`src/rtl/mem_stage_lsu_if.sv`:
```
// Data-memory port between the MEM-stage load/store unit and data memory.
//   req    : request valid, held with we/be/addr/wdata until gnt
//   gnt    : memory accepts the request this cycle
//   we     : write request
//   be     : byte enables, one per byte lane
//   addr   : byte address aligned to the lane count
//   wdata  : write data, already placed in its lanes
//   rvalid : read data valid (never in the same cycle as gnt)
//   rdata  : raw read word
// Modport master is the load/store unit, modport slave is the memory.
interface mem_stage_lsu_if #(
  parameter int XLEN   = 32,
  parameter int ADDR_W = 32
);
  logic                req;
  logic                gnt;
  logic                we;
  logic [XLEN/8-1:0]   be;
  logic [ADDR_W-1:0]   addr;
  logic [XLEN-1:0]     wdata;
  logic                rvalid;
  logic [XLEN-1:0]     rdata;

  modport master (output req, we, be, addr, wdata, input gnt, rvalid, rdata);
  modport slave  (input req, we, be, addr, wdata, output gnt, rvalid, rdata);
endinterface

```
`src/rtl/mem_stage_lsu.sv`:
```
// MEM pipeline stage: load/store unit between the EX/MEM and MEM/WB registers.
// Byte/half/word(/double) loads and stores with sign/zero extension, byte
// enables and a misalignment trap. Valid/ready on both pipeline sides; the
// memory port tolerates any grant and response latency.
// Ports:
//   clk, rst_n                 clock (rising edge), asynchronous active-low reset
//   in_valid / in_ready        EX/MEM entry handshake
//   in_mem_read, in_mem_write  load / store (both high is treated as a load)
//   in_funct3                  access size and signedness
//   in_addr, in_wdata, in_side effective address, store data, passthrough sideband
//   dmem                       data-memory port (master side)
//   out_valid / out_ready      MEM/WB entry handshake
//   out_rd_data                extended load result (0 for non-loads)
//   out_alu_res                effective address resized to XLEN
//   out_side                   registered sideband
//   out_misalign               access not naturally aligned, no request issued
module mem_stage_lsu #(
  parameter int XLEN   = 32,
  parameter int ADDR_W = 32,
  parameter int SIDE_W = 64
) (
  input  logic              clk,
  input  logic              rst_n,
  input  logic              in_valid,
  output logic              in_ready,
  input  logic              in_mem_read,
  input  logic              in_mem_write,
  input  logic [2:0]        in_funct3,
  input  logic [ADDR_W-1:0] in_addr,
  input  logic [XLEN-1:0]   in_wdata,
  input  logic [SIDE_W-1:0] in_side,
  mem_stage_lsu_if.master   dmem,
  output logic              out_valid,
  input  logic              out_ready,
  output logic [XLEN-1:0]   out_rd_data,
  output logic [XLEN-1:0]   out_alu_res,
  output logic [SIDE_W-1:0] out_side,
  output logic              out_misalign
);
  localparam int NB    = XLEN / 8;
  localparam int OFF_W = $clog2(NB);
  localparam int IDX_W = $clog2(XLEN);

  typedef enum logic [1:0] {IDLE = 2'd0, REQ = 2'd1, WAIT = 2'd2, RESP = 2'd3} state_t;

  state_t             state_r, state_nxt_s;
  logic               out_valid_r, out_misalign_r;
  logic [XLEN-1:0]    out_rd_data_r, out_alu_res_r;
  logic [SIDE_W-1:0]  out_side_r;
  logic               we_r;
  logic [NB-1:0]      be_r;
  logic [ADDR_W-1:0]  addr_r;
  logic [XLEN-1:0]    wdata_r;
  logic [1:0]         ld_size_r;
  logic               ld_uns_r;
  logic [OFF_W-1:0]   ld_off_r;

  logic               is_mem_s, is_store_s, unaligned_s, misalign_s;
  logic               acc_s, mem_go_s, pass_s;
  logic [OFF_W-1:0]   off_s;
  int                 size_bytes_s;
  logic [NB-1:0]      be_s;
  logic [XLEN-1:0]    wrep_s;
  logic [XLEN-1:0]    rsh_s, ld_ext_s;
  logic [IDX_W-1:0]   msb_s;
  logic               fill_s;
  logic               in_ready_s, dmem_req_s;

  // Decode the incoming entry: alignment, byte enables and lane-placed store data.
  always_comb begin
    is_mem_s     = in_mem_read | in_mem_write;
    is_store_s   = in_mem_write & ~in_mem_read;
    off_s        = in_addr[OFF_W-1:0];
    size_bytes_s = 32'sd1 << in_funct3[1:0];
    case (in_funct3[1:0])
      2'd0:    unaligned_s = 1'b0;
      2'd1:    unaligned_s = in_addr[0];
      2'd2:    unaligned_s = |in_addr[1:0];
      2'd3:    unaligned_s = |in_addr[2:0];
      default: unaligned_s = 1'b0;
    endcase
    misalign_s = is_mem_s & unaligned_s;
    be_s   = '0;
    wrep_s = '0;
    for (int i = 0; i < NB; i++) begin
      be_s[i] = (i >= int'(off_s)) && (i < int'(off_s) + size_bytes_s);
      // Replicating the datum across every lane of its size puts it in the
      // addressed lane for any aligned offset (same as rotating by 8*off).
      wrep_s[8*i +: 8] = in_wdata[8*(i & (size_bytes_s - 32'sd1)) +: 8];
    end
  end

  // Accept conditions: memory ops go through the FSM, everything else (and
  // misaligned memory ops) goes straight to the output register.
  always_comb begin
    acc_s    = in_valid & in_ready_s;
    mem_go_s = acc_s & is_mem_s & ~misalign_s;
    pass_s   = acc_s & ~(is_mem_s & ~misalign_s);
  end

  // Load extraction: shift addressed bytes to lane 0, then sign/zero extend.
  always_comb begin
    rsh_s = dmem.rdata >> {ld_off_r, 3'b000};
    case (ld_size_r)
      2'd0:    msb_s = IDX_W'(32'd7);
      2'd1:    msb_s = IDX_W'(32'd15);
      2'd2:    msb_s = IDX_W'(32'd31);
      default: msb_s = IDX_W'(XLEN - 1);
    endcase
    fill_s   = ~ld_uns_r & rsh_s[msb_s];
    ld_ext_s = '0;
    for (int i = 0; i < XLEN; i++) begin
      ld_ext_s[i] = (i <= int'(msb_s)) ? rsh_s[i] : fill_s;
    end
  end

  // FSM state register.
  always_ff @(posedge clk or negedge rst_n) begin
    if (!rst_n) state_r <= IDLE;
    else        state_r <= state_nxt_s;
  end

  // FSM next-state logic.
  always_comb begin
    state_nxt_s = state_r;
    case (state_r)
      IDLE: if (mem_go_s) state_nxt_s = REQ; else state_nxt_s = IDLE;
      REQ:  if (dmem.gnt) state_nxt_s = we_r ? RESP : WAIT; else state_nxt_s = REQ;
      WAIT: if (dmem.rvalid) state_nxt_s = RESP; else state_nxt_s = WAIT;
      RESP: if (out_ready) state_nxt_s = IDLE; else state_nxt_s = RESP;
      default: state_nxt_s = IDLE;
    endcase
  end

  // FSM outputs: request strobe and entry-side ready.
  always_comb begin
    dmem_req_s = (state_r == REQ);
    in_ready_s = (state_r == IDLE) && (!out_valid_r || out_ready);
  end

  // Output and request registers.
  always_ff @(posedge clk or negedge rst_n) begin
    if (!rst_n) begin
      out_valid_r    <= 1'b0;
      out_misalign_r <= 1'b0;
      out_rd_data_r  <= '0;
      out_alu_res_r  <= '0;
      out_side_r     <= '0;
      we_r           <= 1'b0;
      be_r           <= '0;
      addr_r         <= '0;
      wdata_r        <= '0;
      ld_size_r      <= 2'd0;
      ld_uns_r       <= 1'b0;
      ld_off_r       <= '0;
    end else begin
      if (acc_s) begin
        out_alu_res_r  <= XLEN'(in_addr);
        out_side_r     <= in_side;
        out_misalign_r <= misalign_s;
        out_rd_data_r  <= '0;
      end else if (state_r == WAIT && dmem.rvalid) begin
        out_rd_data_r  <= ld_ext_s;
      end
      if (mem_go_s) begin
        we_r      <= is_store_s;
        be_r      <= be_s;
        addr_r    <= {in_addr[ADDR_W-1:OFF_W], {OFF_W{1'b0}}};
        wdata_r   <= wrep_s;
        ld_size_r <= in_funct3[1:0];
        ld_uns_r  <= in_funct3[2] | (in_funct3[1:0] == 2'd3);
        ld_off_r  <= off_s;
      end
      if (pass_s)                                  out_valid_r <= 1'b1;
      else if (state_r == REQ && dmem.gnt && we_r) out_valid_r <= 1'b1;
      else if (state_r == WAIT && dmem.rvalid)     out_valid_r <= 1'b1;
      else if (out_ready)                          out_valid_r <= 1'b0;
    end
  end

  assign in_ready     = in_ready_s;
  assign dmem.req     = dmem_req_s;
  assign dmem.we      = we_r;
  assign dmem.be      = be_r;
  assign dmem.addr    = addr_r;
  assign dmem.wdata   = wdata_r;
  assign out_valid    = out_valid_r;
  assign out_misalign = out_misalign_r;
  assign out_rd_data  = out_rd_data_r;
  assign out_alu_res  = out_alu_res_r;
  assign out_side     = out_side_r;
endmodule
```
`src/flat_wrapper.sv`:
```
// flat-port wrapper written by rule: the top's interface ports become plain ports
module mem_stage_lsu_flat 
#(
  parameter int XLEN   = 32,
  parameter int ADDR_W = 32,
  parameter int SIDE_W = 64
)
  (clk, rst_n, in_valid, in_ready, in_mem_read, in_mem_write, in_funct3, in_addr, in_wdata, in_side, out_valid, out_ready, out_rd_data, out_alu_res, out_side, out_misalign, dmem_req, dmem_we, dmem_be, dmem_addr, dmem_wdata, dmem_gnt, dmem_rvalid, dmem_rdata);
  mem_stage_lsu_if #(.XLEN(XLEN), .ADDR_W(ADDR_W)) dmem_i ();
  input  logic clk;
  input  logic rst_n;
  input  logic in_valid;
  output logic in_ready;
  input  logic in_mem_read;
  input  logic in_mem_write;
  input  logic [2:0] in_funct3;
  input  logic [ADDR_W-1:0] in_addr;
  input  logic [XLEN-1:0] in_wdata;
  input  logic [SIDE_W-1:0] in_side;
  output logic out_valid;
  input  logic out_ready;
  output logic [XLEN-1:0] out_rd_data;
  output logic [XLEN-1:0] out_alu_res;
  output logic [SIDE_W-1:0] out_side;
  output logic out_misalign;
  output wire logic [$bits(dmem_i.req)-1:0] dmem_req;
  output wire logic [$bits(dmem_i.we)-1:0] dmem_we;
  output wire logic [$bits(dmem_i.be)-1:0] dmem_be;
  output wire logic [$bits(dmem_i.addr)-1:0] dmem_addr;
  output wire logic [$bits(dmem_i.wdata)-1:0] dmem_wdata;
  input wire logic [$bits(dmem_i.gnt)-1:0] dmem_gnt;
  input wire logic [$bits(dmem_i.rvalid)-1:0] dmem_rvalid;
  input wire logic [$bits(dmem_i.rdata)-1:0] dmem_rdata;
  assign dmem_req = dmem_i.req;
  assign dmem_we = dmem_i.we;
  assign dmem_be = dmem_i.be;
  assign dmem_addr = dmem_i.addr;
  assign dmem_wdata = dmem_i.wdata;
  assign dmem_i.gnt = dmem_gnt;
  assign dmem_i.rvalid = dmem_rvalid;
  assign dmem_i.rdata = dmem_rdata;
  mem_stage_lsu #(.XLEN(XLEN), .ADDR_W(ADDR_W), .SIDE_W(SIDE_W)) u_core (.clk(clk), .rst_n(rst_n), .in_valid(in_valid), .in_ready(in_ready), .in_mem_read(in_mem_read), .in_mem_write(in_mem_write), .in_funct3(in_funct3), .in_addr(in_addr), .in_wdata(in_wdata), .in_side(in_side), .dmem(dmem_i), .out_valid(out_valid), .out_ready(out_ready), .out_rd_data(out_rd_data), .out_alu_res(out_alu_res), .out_side(out_side), .out_misalign(out_misalign));
endmodule
```
`config.mk`:
```
export PLATFORM = sky130hd
export DESIGN_NAME = mem_stage_lsu_flat
export DESIGN_NICKNAME = d
export VERILOG_FILES = /design/src/rtl/mem_stage_lsu_if.sv /design/src/rtl/mem_stage_lsu.sv /design/src/flat_wrapper.sv
export SDC_FILE = /design/constraint.sdc
export NUM_CORES = 1
export LEC_CHECK = 0
export BUFFER_PORTS_ARGS = -buffer_cell sky130_fd_sc_hd__buf_2
export CORE_ASPECT_RATIO = 0.75
export CORE_UTILIZATION = 25
export CTS_BUF_LIST = sky130_fd_sc_hd__clkbuf_16
export DETAILED_ROUTE_END_ITERATION = 6
export PLACE_DENSITY = 0.46
export SYNTH_ARGS = -nofsm -noshare
export SYNTH_HDL_FRONTEND = slang
export SYNTH_SLANG_ARGS = --single-unit
```
`constraint.sdc`:
```
create_clock -name clk -period 4.15 [get_ports clk]
set_clock_uncertainty 0.1 [all_clocks]
set_input_delay 1.245 -clock clk [delete_from_list [all_inputs] [get_ports clk]]
set_output_delay 1.245 -clock clk [all_outputs]
set_load 0.01 [all_outputs]
```
# Word level (Yosys, flattened, before mapping)
# Index checks and enable logic that the tools add are counted.
classes:
  add_sub_neg: 2
  magnitude_cmp: 39
  n_eq_ne: 7
  shifts: 5
  mux: 47
  bitwise_logic: 14
  reduce_logical: 16
ops:
  columns: ["operator", "n"]
  rows:
  - ["$le 5x5->1 const A", 16]
  - ["$lt 3x32->1 const A", 2]
  - ["$mux 32", 2]
  - ["$shiftx 32x6->8", 2]
  - ["$le 4x5->1 const A", 8]
  - ["$mux 1", 39]
  - ["$add 3x32->32", 1]
  - ["$lt 1x32->1 const A", 1]
  - ["$lt 2x32->1 const A", 1]
  - ["$shiftx 32x5->8", 1]
  - ["$shl 1x2->32 const A", 1]
  - ["$shr 32x5->32", 1]
  - ["$le 3x5->1 const A", 4]
  - ["$le 2x5->1 const A", 2]
  - ["$pmux 5 s2", 1]
  - ["$and 1x1->1", 8]
  - ["$eq 2x2->1 const B", 4]
  - ["$pmux 2 s4", 1]
  - ["$logic_and 1x1->1", 7]
  - ["$eq 2x1->1 const B", 3]
  - ["$logic_not 2->1", 3]
  - ["$lt 5x6->1 const B", 1]
  - ["$bmux 1 s5", 1]
  - ["$le 1x5->1 const A", 1]
  - ["other kinds (13)", 19]
totals:
  reg_bits: 204
  in_bits: 171
  out_inout_bits: 201
  wordCells: 143

# Longest topological paths before layout
depth:
  depth_word: 8
  depth_mapped: 8
  mapped_depth_nobuf: 7

# Worst setup path after synthesis
# Ideal clock, no wire load.
synth_timing:
  kind: "in2reg"
  from: "input in_funct3[1]"
  to: "register u_core.be_r[2] (netlist: u_core.dmem.be[2])"
  setup_ns: 0.125
  arrival_ns: 2.872
  required_time_ns: 3.925
  path_slack_ns: 1.053
  path_stages: 7
  n_path_buf: 0
  path_cell_list: "nor2_1 > ha_1 > fa_1 > nor4bb_1 > o2bb2ai_1 > a22oi_1 > mux2_2"
synth_between:
  elab_chain_len: 5
  elab_cells_between_ends: 12
  cone_classes: "add/sub: 1; order compare: 1; eq/ne: 3; shift: 1; mux: 1; bitwise: 3; reduce/logical: 2"
synth_rtl:
  columns: ["element", "line", "source"]
  rows:
  - ["from (decl)", "flat_wrapper.sv:16", "input logic [2:0] in_funct3;"]
  - ["parallel branches: the longest is 5 deep, another holds $add 3x32->32", null, null]
  - ["to (signal assigned)", "mem_stage_lsu.sv:167", "be_r <= be_s;"]
  - ["to (decl)", "mem_stage_lsu.sv:51", "logic [NB-1:0] be_r;"]
# Several ways; the timed one is not identified.
# A chain may end at the register's enable or synchronous reset.

# Final worst setup path
layout_timing:
  from: "input out_ready"
  to: "output in_ready"
layout_between:
  elab_chain_len: 2
layout_rtl:
  columns: ["element", "line", "source"]
  rows:
  - ["from (decl)", "flat_wrapper.sv:21", "input logic out_ready;"]
  - ["$logic_or 1x1->1", "mem_stage_lsu.sv:138", "in_ready_s = (state_r == IDLE) && (!out_valid_r || out_ready);"]
  - ["$logic_and 1x1->1", "mem_stage_lsu.sv:138", null]
  - ["to (decl)", "flat_wrapper.sv:13", "output logic in_ready;"]
# Every way passes these cells.

==> results.tsv <==
stage	metric	value	unit
status	status	finished, final reports clean	
clock_tree	# hold bufs at CTS	0	
timing	pins over their slew limit	0	
global_route	GRT Total Usage	14.3	%
job	Max-cap violations	0	
logic_synthesis	Mapped Cells	598	
placed_design	Post-DP Area	0.0110	mm²
pwr	Peak supply drop	0.302	mV
clock_tree	clk slew on worst S/H paths	60	ps
clock_tree	Clock Path Buffers	3	
pwr	Pleak	5.75	nW
floorplan	initial core utilization	25.6	%
routing	drt drc	0	
routing	1st-pass router iterations	4	
timing	# setup viols final	0	
routing	total number of vias	6290	
clock_tree	CTS tree	done	
logic_synthesis	leading area contributor after synthesis	dfrtp_1	
critical_path	crit path DAT	1850	ps
floorplan	# rows	58	
clock_tree	clk_lat worst skew	530	ps
logic_synthesis	Synth async-reset ratio	100	%
logic_synthesis	ys flop type	dfrtp_1	
logic_synthesis	cell area after synthesis	0.00863	mm²
critical_path	startpoint types	input pin	
cells_and_area	fin area	0.0117	mm²
critical_path	worst reg-to-reg setup slack	1870	ps
critical_path	crit path capture type	output pin	
routing	wire per inst	17.8	µm
placed_design	hpwl dp	18.1	mm
placed_design	PortBufs	369	
critical_path	CP Max Fanout	3	
floorplan	die area	0.0353	mm²
global_route	initial antenna violation count	1	
routing	Antenna Nets Post-Route	0	
logic_synthesis	Avg Cell Area, Syn	14.4	µm²
global_route	global-route wire length before repair	39.2	mm
timing	unrepaired setup endpoints after global routing	false	
min_path	Tightest Hold Check Type	reg -> reg	
routing	met2 routed WL	12.1	mm
placed_design	cell count after placement	1394	
timing	Post-Route Setup TNS	0	ps
floorplan	Top Ports	372	
routing	Metal-1 WL	11.1	mm
critical_path	worst r2r path cells	5	
logic_synthesis	Ys Warns	0	
critical_path	Crit path required time	2800	ps
logic_synthesis	most common cell in the synthesized netlist	dfrtp_1	
critical_path	critical path class	in -> out	
logic_synthesis	top cells by area, synth	dfrtp_1 (59%), mux2_2 (25%), mux2i_1 (3.0%), a221o_1 (2.0%), o21ai_0 (1.4%)	
logic_synthesis	Synth top cells by count	dfrtp_1 (204), mux2_2 (189), mux2i_1 (26)	
placed_design	GPL Wtd Cong	0.792	
clock_tree	Gates resized, CTS repair	0	
routing	total length of routed met3 wires	1.83	mm
critical_path	Critical R2R Launch	u_core.state_r[1]$_DFF_PN0_	
global_route	grt total ovfl	0	
global_route	number of global-route vias before repair	6481	
logic_synthesis	Post-synth EDFFs	0	
timing	Hold Violations, Final	0	
timing	Slew headroom	47.3	%
timing	min cycle time layout	3200	ps
logic_synthesis	count of state elements after synthesis	204	
logic_synthesis	Seq/Total Area, Yosys	59.2	%
global_route	largest net degree at the start of global routing	110	
pwr	PD cells	754	mW/mm²
cells_and_area	Syn-to-layout area delta	35.5	%
min_path	Hold Path Origin	u_core.out_rd_data[6]$_DFFE_PN0P_	
floorplan	die height	163	µm
min_path	number of cells on the worst hold path	2	
timing	Worst Max-Slew Pin Slew	789	ps
routing	initial drt markers	293	
routing	uppermost layer routed	met5	
clock_tree	htree depth	1	
timing	Final Cycle Share	77.1	%
timing	fmax	313	MHz
min_path	worst hold endpoint	u_core.out_rd_data[6]$_DFFE_PN0P_	
cells_and_area	share of layout cells above drive strength 1	61.8	%
routing	drt total wl	25.6	mm
floorplan	Core ar.	0.0337	mm²
cells_and_area	Final nets	1144	
clock_tree	clk sinks	204	
routing	post-DR vias/cell	4.38	
clock_tree	Post-CTS Setup Bufs	0	
logic_synthesis	Cell variety after synth	38	
logic_synthesis	Synth top area share	59.2	%
floorplan	die width	217	µm
clock_tree	clock tree root driver cell	clkbuf_16	
clock_tree	CTS Buf Count	24	
cells_and_area	Layout Cells excl Fill	1437	
critical_path	Worst R2R End	u_core.dmem.wdata[1]$_DFFE_PN0P_	
==> critical path, cell delays in order <==
cell and delay [ps]:
buf_2 120, nand2b_1 200, and2_1 160, buf_2 130
==> area by class of cell <==
type | instances | area (µm²)
diodes | 1 | 2.50
clock buffers | 24 | 601
clock inverters | 18 | 93.8
fillers | 3438 | 22100
inverters | 7 | 26.3
multi-input cells | 350 | 3280
flip-flops and latches | 204 | 5100
well taps | 450 | 563
repair buffers | 383 | 2020
==> logic make-up (layout without fill, tap and decap cells) <==
| group | after synthesis | in the layout | synth area share, % |
|---|---|---|---|
| AOI/OAI and AO/OA | 77 | 77 | 6.21 |
| adders and majority gates | 3 | 3 | 0.522 |
| buffers and inverters | 45 | 432 | 3.05 |
| DFF | 204 | 204 | 59.2 |
| muxes | 216 | 216 | 27.9 |
| other | 1 | 3 | 0.0435 |
| and+or+nand+nor | 52 | 52 | 3.07 |
==> through the flow <==
stage                     hold WS, ps  setup WS (ps)  power (mW)  utilization, %
after floorplan                   413           1050        5.46               -
after global placement            382            778        7.00            32.6
after detailed placement          387            778        7.03            32.6
after CTS                         400            957        9.01            34.6
after global routing              411            925        9.44            34.6
final                             397            952        8.82            34.6
==> power breakdown <==
part	switching, mW	internal, mW	leakage [nW]
logic	1.75	1.74	2.89
clock network	0.844	1.05	0.374
registers	0.482	2.96	2.48
total	3.07	5.75	5.75
==> worst max path at each step <==
stage | from | endpoint | slack, ps
after floorplan | in_funct3[1] | u_core.dmem.be[2]$_DFFE_PN0P_ | 1050
after global placement | in_addr[1] | u_core.dmem.wdata[16]$_DFFE_PN0P_ | 780
after detailed placement | in_funct3[1] | u_core.dmem.wdata[17]$_DFFE_PN0P_ | 780
after CTS | out_ready | in_ready | 960
after global routing | out_ready | in_ready | 930
final | out_ready | in_ready | 950
==> registers in the layout (all words and copies together) (netlist names) <==
signal and cells:
u_core.out_rd_data 32, u_core.out_misalign 1, u_core.dmem.we 1, u_core.out_valid 1
u_core.dmem.addr 30, u_core.ld_size_r 2, u_core.ld_off_r 2, u_core.dmem.wdata 32
u_core.dmem.be 4, u_core.out_alu_res 32, u_core.ld_uns_r 1, u_core.out_side 64
u_core.state_r 2
==> cells in the final DEF, fill, tap and decap left out, types with 2 or more instances in the layout <==
cell / count
nor3_1: 2
and2_1: 2
o21ai_0: 24
mux2i_1: 26
nand3_1: 8
dfrtp_1: 204
mux2_2: 189
a221o_1: 17
conb_1: 2
buf_4: 9
clkinv_1: 2
inv_1: 16
a22o_1: 9
buf_2: 368
clkinv_2: 4
buf_12: 5
nor2b_1: 3
nand2_1: 11
nand2b_1: 2
a21oi_1: 19
nor2_1: 17
clkbuf_16: 24
ha_1: 2
==> metal layers <==
metal  up-vias  track usage (%)
met1      3113             18.8
met2       220             22.9
met4         2             4.03
met3        39             4.24
met5         -                0
li1       2916                -
Power figures use the tool's default switching activity.
